[src/rtl/ysyx_050518_wb_unit_if.sv]
// rtl/ysyx_050518_wb_unit_if.sv - write-back unit bus: ALU/LSU results, issue marking, hazard query, regfile write port
interface ysyx_050518_wb_unit_if #(
  parameter int XLEN = 64
);
  logic            alu_valid;
  logic [4:0]      alu_rd_addr;
  logic [XLEN-1:0] alu_data;
  logic            lsu_valid;
  logic            lsu_ready;
  logic [4:0]      lsu_rd_addr;
  logic [XLEN-1:0] lsu_data;
  logic            issue_en;
  logic [4:0]      issue_rd;
  logic [4:0]      q_rs1_addr;
  logic [4:0]      q_rs2_addr;
  logic            rs1_busy;
  logic            rs2_busy;
  logic            rs1_fwd_valid;
  logic            rs2_fwd_valid;
  logic [XLEN-1:0] fwd_data1;
  logic [XLEN-1:0] fwd_data2;
  logic            write_en;
  logic [4:0]      rd_addr;
  logic [XLEN-1:0] rd;

  // Write-back unit side
  modport slave (
    input  alu_valid, alu_rd_addr, alu_data,
    input  lsu_valid, lsu_rd_addr, lsu_data,
    output lsu_ready,
    input  issue_en, issue_rd, q_rs1_addr, q_rs2_addr,
    output rs1_busy, rs2_busy, rs1_fwd_valid, rs2_fwd_valid, fwd_data1, fwd_data2,
    output write_en, rd_addr, rd
  );

  // Producer / consumer side (EXU, LSU, issue stage, register file)
  modport master (
    output alu_valid, alu_rd_addr, alu_data,
    output lsu_valid, lsu_rd_addr, lsu_data,
    input  lsu_ready,
    output issue_en, issue_rd, q_rs1_addr, q_rs2_addr,
    input  rs1_busy, rs2_busy, rs1_fwd_valid, rs2_fwd_valid, fwd_data1, fwd_data2,
    input  write_en, rd_addr, rd
  );
endinterface

[src/rtl/ysyx_050518_wb_unit.sv]
// rtl/ysyx_050518_wb_unit.sv - write-back merge of ALU/LSU results with pending scoreboard; optional bypass via YSYX_050518_WB_BYPASS_EN
module ysyx_050518_wb_unit #(
  parameter int XLEN     = 64,
  parameter int LQ_DEPTH = 4
) (
  input  logic                     clk,
  input  logic                     rst_n,
  ysyx_050518_wb_unit_if.slave     bus
);

  localparam int        PW      = (LQ_DEPTH > 1) ? $clog2(LQ_DEPTH) : 1;
  localparam logic [PW:0] LQ_FULL = (PW+1)'(LQ_DEPTH);

  logic [4:0]      r_q_addr [LQ_DEPTH];
  logic [XLEN-1:0] r_q_data [LQ_DEPTH];
  logic [PW-1:0]   r_head;
  logic [PW-1:0]   r_tail;
  logic [PW:0]     r_count;

  logic            r_write_en;
  logic [4:0]      r_rd_addr;
  logic [XLEN-1:0] r_rd;
  logic [31:0]     r_pending;

  logic            w_full;
  logic            w_enq;
  logic            w_deq;
  logic            w_sel;
  logic [4:0]      w_sel_addr;
  logic [XLEN-1:0] w_sel_data;
  logic [31:0]     w_pending_nxt;
  logic            w_fwd1;
  logic            w_fwd2;

  // Ready depends on occupancy only, so a full queue refuses even on a dequeue cycle.
  assign w_full        = (r_count == LQ_FULL);
  assign bus.lsu_ready = !w_full;
  assign w_enq         = bus.lsu_valid & !w_full;
  assign w_deq         = !bus.alu_valid & (r_count != '0);

  // ALU has absolute priority; queue head is taken only when the ALU is idle.
  always_comb begin
    w_sel      = 1'b0;
    w_sel_addr = r_rd_addr;
    w_sel_data = r_rd;
    if (bus.alu_valid) begin
      w_sel      = 1'b1;
      w_sel_addr = bus.alu_rd_addr;
      w_sel_data = bus.alu_data;
    end else if (w_deq) begin
      w_sel      = 1'b1;
      w_sel_addr = r_q_addr[r_head];
      w_sel_data = r_q_data[r_head];
    end
  end

  // Queue storage needs no reset; validity is tracked by the pointers.
  always_ff @(posedge clk) begin
    if (w_enq) begin
      r_q_addr[r_tail] <= bus.lsu_rd_addr;
      r_q_data[r_tail] <= bus.lsu_data;
    end
  end

  // Queue pointers and occupancy.
  always_ff @(posedge clk or negedge rst_n) begin
    if (!rst_n) begin
      r_head  <= '0;
      r_tail  <= '0;
      r_count <= '0;
    end else begin
      if (w_enq) r_tail <= r_tail + PW'(1);
      if (w_deq) r_head <= r_head + PW'(1);
      case ({w_enq, w_deq})
        2'b10:   r_count <= r_count + (PW+1)'(1);
        2'b01:   r_count <= r_count - (PW+1)'(1);
        default: r_count <= r_count;
      endcase
    end
  end

  // Register-file write port; x0 results are consumed without a strobe.
  always_ff @(posedge clk or negedge rst_n) begin
    if (!rst_n) begin
      r_write_en <= 1'b0;
      r_rd_addr  <= '0;
      r_rd       <= '0;
    end else begin
      r_write_en <= w_sel & (w_sel_addr != 5'd0);
      r_rd_addr  <= w_sel_addr;
      r_rd       <= w_sel_data;
    end
  end

  assign bus.write_en = r_write_en;
  assign bus.rd_addr  = r_rd_addr;
  assign bus.rd       = r_rd;

  // Scoreboard update: clear on the completing write, then a new issue to the same register wins.
  always_comb begin
    w_pending_nxt = r_pending;
    if (r_write_en) w_pending_nxt[r_rd_addr] = 1'b0;
    if (bus.issue_en && bus.issue_rd != 5'd0) w_pending_nxt[bus.issue_rd] = 1'b1;
    w_pending_nxt[0] = 1'b0;
  end

  // Scoreboard state; cleared asynchronously so busy drops the moment reset asserts.
  always_ff @(posedge clk or negedge rst_n) begin
    if (!rst_n) r_pending <= '0;
    else        r_pending <= w_pending_nxt;
  end

`ifdef YSYX_050518_WB_BYPASS_EN
  assign w_fwd1        = r_write_en & (r_rd_addr == bus.q_rs1_addr) & (bus.q_rs1_addr != 5'd0);
  assign w_fwd2        = r_write_en & (r_rd_addr == bus.q_rs2_addr) & (bus.q_rs2_addr != 5'd0);
  assign bus.fwd_data1 = r_rd;
  assign bus.fwd_data2 = r_rd;
`else
  assign w_fwd1        = 1'b0;
  assign w_fwd2        = 1'b0;
  assign bus.fwd_data1 = '0;
  assign bus.fwd_data2 = '0;
`endif

  assign bus.rs1_fwd_valid = w_fwd1;
  assign bus.rs2_fwd_valid = w_fwd2;
  // A forwarded value satisfies the consumer, so it no longer needs to stall.
  assign bus.rs1_busy      = r_pending[bus.q_rs1_addr] & !w_fwd1;
  assign bus.rs2_busy      = r_pending[bus.q_rs2_addr] & !w_fwd2;

endmodule

[src/flat_wrapper.sv]
// flat-port wrapper written by rule: the top's interface ports become plain ports
module ysyx_050518_wb_unit_flat 
#(
  parameter int XLEN     = 64,
  parameter int LQ_DEPTH = 4
)
  (clk, rst_n, bus_alu_valid, bus_alu_rd_addr, bus_alu_data, bus_lsu_valid, bus_lsu_rd_addr, bus_lsu_data, bus_lsu_ready, bus_issue_en, bus_issue_rd, bus_q_rs1_addr, bus_q_rs2_addr, bus_rs1_busy, bus_rs2_busy, bus_rs1_fwd_valid, bus_rs2_fwd_valid, bus_fwd_data1, bus_fwd_data2, bus_write_en, bus_rd_addr, bus_rd);
  ysyx_050518_wb_unit_if #(.XLEN(XLEN)) bus_i ();
  input  logic clk;
  input  logic rst_n;
  input wire logic [$bits(bus_i.alu_valid)-1:0] bus_alu_valid;
  input wire logic [$bits(bus_i.alu_rd_addr)-1:0] bus_alu_rd_addr;
  input wire logic [$bits(bus_i.alu_data)-1:0] bus_alu_data;
  input wire logic [$bits(bus_i.lsu_valid)-1:0] bus_lsu_valid;
  input wire logic [$bits(bus_i.lsu_rd_addr)-1:0] bus_lsu_rd_addr;
  input wire logic [$bits(bus_i.lsu_data)-1:0] bus_lsu_data;
  output wire logic [$bits(bus_i.lsu_ready)-1:0] bus_lsu_ready;
  input wire logic [$bits(bus_i.issue_en)-1:0] bus_issue_en;
  input wire logic [$bits(bus_i.issue_rd)-1:0] bus_issue_rd;
  input wire logic [$bits(bus_i.q_rs1_addr)-1:0] bus_q_rs1_addr;
  input wire logic [$bits(bus_i.q_rs2_addr)-1:0] bus_q_rs2_addr;
  output wire logic [$bits(bus_i.rs1_busy)-1:0] bus_rs1_busy;
  output wire logic [$bits(bus_i.rs2_busy)-1:0] bus_rs2_busy;
  output wire logic [$bits(bus_i.rs1_fwd_valid)-1:0] bus_rs1_fwd_valid;
  output wire logic [$bits(bus_i.rs2_fwd_valid)-1:0] bus_rs2_fwd_valid;
  output wire logic [$bits(bus_i.fwd_data1)-1:0] bus_fwd_data1;
  output wire logic [$bits(bus_i.fwd_data2)-1:0] bus_fwd_data2;
  output wire logic [$bits(bus_i.write_en)-1:0] bus_write_en;
  output wire logic [$bits(bus_i.rd_addr)-1:0] bus_rd_addr;
  output wire logic [$bits(bus_i.rd)-1:0] bus_rd;
  assign bus_i.alu_valid = bus_alu_valid;
  assign bus_i.alu_rd_addr = bus_alu_rd_addr;
  assign bus_i.alu_data = bus_alu_data;
  assign bus_i.lsu_valid = bus_lsu_valid;
  assign bus_i.lsu_rd_addr = bus_lsu_rd_addr;
  assign bus_i.lsu_data = bus_lsu_data;
  assign bus_lsu_ready = bus_i.lsu_ready;
  assign bus_i.issue_en = bus_issue_en;
  assign bus_i.issue_rd = bus_issue_rd;
  assign bus_i.q_rs1_addr = bus_q_rs1_addr;
  assign bus_i.q_rs2_addr = bus_q_rs2_addr;
  assign bus_rs1_busy = bus_i.rs1_busy;
  assign bus_rs2_busy = bus_i.rs2_busy;
  assign bus_rs1_fwd_valid = bus_i.rs1_fwd_valid;
  assign bus_rs2_fwd_valid = bus_i.rs2_fwd_valid;
  assign bus_fwd_data1 = bus_i.fwd_data1;
  assign bus_fwd_data2 = bus_i.fwd_data2;
  assign bus_write_en = bus_i.write_en;
  assign bus_rd_addr = bus_i.rd_addr;
  assign bus_rd = bus_i.rd;
  ysyx_050518_wb_unit #(.XLEN(XLEN), .LQ_DEPTH(LQ_DEPTH)) u_core (.clk(clk), .rst_n(rst_n), .bus(bus_i));
endmodule
[config.mk]
export PLATFORM = sky130hd
export DESIGN_NAME = ysyx_050518_wb_unit_flat
export DESIGN_NICKNAME = d
export VERILOG_FILES = /design/src/rtl/ysyx_050518_wb_unit_if.sv /design/src/rtl/ysyx_050518_wb_unit.sv /design/src/flat_wrapper.sv
export SDC_FILE = /design/constraint.sdc
export NUM_CORES = 1
export LEC_CHECK = 0
export ABC_CLOCK_PERIOD_IN_PS = 5800
export CORE_UTILIZATION = 40
export CTS_CLUSTER_DIAMETER = 60
export DETAILED_ROUTE_END_ITERATION = 12
export PLACE_DENSITY_LB_ADDON = 0.05
export SYNTH_ARGS = -nofsm -noshare
export SYNTH_HDL_FRONTEND = slang
export SYNTH_SLANG_ARGS = --single-unit
[constraint.sdc]
create_clock -name clk -period 5.8 [get_ports clk]
set_input_delay 0.58 -clock clk [delete_from_list [all_inputs] [get_ports clk]]
set_output_delay 0.58 -clock clk [all_outputs]
set_load 0.05 [all_outputs]
==> metrics.yaml <==
route:
  drt_iter0_markers: 333
  vias: 8728
  ant_nets: 0
  finalWirelength_mm: 35.26
  vias_per_cell: 4.890
  wl_per_cell_um: 19.75
  dr.pass1.iters: 4
  drc: 0
floorplanning:
  rows: 73
  die_area_mm2: 0.04137
  start_util: 0.4065
  coreArea_mm2: 0.03991
  dieHeight_um: 203.4
  die_w_um: 203.4
  ioPinCount: 361
cts:
  cts_root_buf: "clkbuf_16"
  clk_pin_slew_ns: 0.06
  cts_tree: "yes"
  clkLatencyLatePin_ns: 0.56
  cts_max_path_buffers: 3
  cts_resized: 0
  cts_sinks: 384
  ctsHtreeMaxLevel: 2
  cts_made_buffers: 44
  postCtsSetupRepairBufs: 0
  holdBufCountCts: 0
place:
  port-buffer-count: 230
  place_congestion: 0.8148
  dp_hpwl_mm: 22.30
pwr:
  p_per_area_mw_per_mm2: 522.4
  p_leak_nw: 7.202
  p_total_mw: 10.43
  ir_worst_vdd_mv: 0.2405
cells_and_area:
  nets: 1386
  fin_util: 0.5003
  drive_above_1_share: 0.1447
  fillCellCount: 3446
  syn_to_final_growth_pct: 23.08
synth:
  synth_area_mm2: 0.01623
  syn_area_per_cell_um2: 16.54
  synth_top_family_by_area: "multiplexers"
  postSynthCellCount: 981
  ys_seq_area_frac: 0.6774
  synth_compound_area_frac: 0.04473
  synthAdderAreaFrac: 0.005089
  synth-xor-area-share: 0.003239
  ys_ff_latch: 384
  yosys_warnings: 0
  synthMuxAreaShare: 0.1636
  yosys.area_share.simple: 0.03169
  ys_types: 31
sta:
  tightest_slew_ns: 1.013
  max_freq_mhz: 250.4
  finalCritPeriodShare: 0.6885
  hold_viol: 0
  setup_violations: 0
  whs_ns: 0.04345
  finalClockSkew_ns: 0.01116
  period_needed_ns: 3.994
  grt_setup_unrepaired: "no"
  fin_tns_setup_ns: 0
  relSlewSlack: 0.3249
  slew_viol_final: 0
grt:
  grt_pass1_wl_mm: 53.42
  antenna_found_initial: 6
  grt_pass1_vias: 8993
  grt_usage: 0.1725
  grt_overflow: 0
  grt_max_degree: 77
worst_setup_path:
  worstPathMaxFanout: 9
  path_class: "in2out"
  reg2regPathDepth: 4
  crit_required_ns: 5.22
  r2r-start: "u_core.r_head[0]$_DFFE_PN0N_"
  cp.arrival_ns: 3.41
  cp-end-kind: "output port"
  endpoint: "bus_rs2_busy"
  setup.worst_path.start: "bus_q_rs2_addr[0]"
  r2r_slack_ns: 3.04
  reg2reg_to: "u_core.bus.rd[2]$_DFFE_PN0P_"
  start_kind: "input pin"
hold_path:
  hold_class: "in2async"
job:
  maxCapViolCount: 0
run_status:
  status: "finished clean"
==> state kept, by name (all words and copies together) (netlist names) <==
register and count:
u_core.r_q_data 256, u_core.bus.rd 64, u_core.r_pending 31, u_core.r_q_addr 20
u_core.bus.rd_addr 5, u_core.r_count 3, u_core.r_head 2, u_core.r_tail 2
u_core.bus.write_en 1
==> worst max-delay path: stages <==
cell and delay (ns):
clkdlybuf4s50_1 0.81, mux4_2 0.57, mux4_2 0.49, mux2_2 0.27, clkdlybuf4s50_1 0.69
==> stage by stage <==
step	area, um^2	setup WS (ns)	cells
2_1_floorplan	16710	2.613	1110
3_3_place_gp	18600	1.789	1701
3_5_place_dp	18600	1.771	1701
4_1_cts	19970	1.764	1783
5_1_grt	19970	1.692	1784
6_report	19970	1.806	1785
==> report_power, final <==
part / switching, mW / internal, mW / leakage, nW
clock network: 1.09 / 1.52 / 0.666
registers: 0.485 / 3.76 / 3.79
logic: 2.17 / 1.40 / 2.75
==> synthesized netlist by cell type <==
cell type  number  area [um^2]
nand2_1        72        270.3
or3b_2          6        52.55
buf_2          12        60.06
xor2_1          3        26.28
ha_1            5        62.56
fa_1            1        20.02
a222oi_1        1        10.01
or3_1           2        12.51
conb_1          1        3.750
and2_1          1        6.260
nor4_1          1        6.260
buf_1           6        22.52
inv_1           7        26.28
dfrtp_1       108         2703
a21o_1          4        30.03
nand3_1         5        25.02
mux2_2          4        45.04
a21oi_1         1        5.000
nand3b_1       10        75.07
xnor2_1         3        26.28
nor4_4          1        21.27
mux4_2         87         1959
nor2_1          4        15.01
nor3_1          1        5.000
and3_1          4        25.02
edfxtp_1      276         8288
a22o_1          4        35.03
mux2i_1        65        650.6
clkbuf_1       23        86.33
o21ai_0       129        645.6
buf_4         134         1006
==> final cells by class <==
cell class,instances,area (um^2),share of cell area
Tap cell,525,656.9,0.03289
Timing Repair Buffer,241,2380,0.1192
Multi-Input combinational cell,544,4538,0.2272
Inverter,7,26.28,0.001316
Clock buffer,62,1220,0.06109
Antenna cell,2,5.005,0.0002506
Clock inverter,20,146.4,0.007330
Sequential cell,384,11000,0.5507
==> cell usage in the layout (no fill, tap or decap), drive strengths merged, types with 4 or more instances in the layout <==
| master | n |
|---|---|
| a21o | 4 |
| a22o | 4 |
| and3 | 4 |
| buf | 13 |
| clkbuf | 62 |
| clkdlybuf4s50 | 228 |
| clkinv | 13 |
| conb | 130 |
| dfrtp | 108 |
| edfxtp | 276 |
| ha | 5 |
| inv | 10 |
| mux2 | 4 |
| mux2i | 65 |
| mux4 | 87 |
| nand2 | 72 |
| nand3 | 5 |
| nand3b | 10 |
| nor2 | 4 |
| o21ai | 129 |
| or3b | 6 |
==> routing by layer <==
metal  track usage  wire length (um)
met5             0                55
met4       0.05747               722
met3       0.04203              2055
met2        0.2786             17140
met1        0.2286             15290
==> cell families after synthesis <==
group,count (synthesis)
buf+inv,182
other cells,1
simple gates,107
flops,384
fa+ha+maj,6
xor+xnor,6
compound gates,139
mux,156
==> worst min-delay path by stage <==
stage,startpoint,to,slack (ns)
6_report,rst_n,u_core.r_pending[16]$_DFF_PN0_,0.04
5_1_grt,rst_n,u_core.r_pending[16]$_DFF_PN0_,0.09
4_1_cts,rst_n,u_core.r_pending[16]$_DFF_PN0_,0.05
3_5_place_dp,u_core.bus.rd[23]$_DFFE_PN0P_,u_core.bus.rd[23]$_DFFE_PN0P_,0.47
3_3_place_gp,u_core.bus.rd[7]$_DFFE_PN0P_,u_core.bus.rd[7]$_DFFE_PN0P_,0.46
2_1_floorplan,rst_n,u_core.bus.rd[0]$_DFFE_PN0P_,0.28
Note: power is estimated with default switching activity, not from simulation.
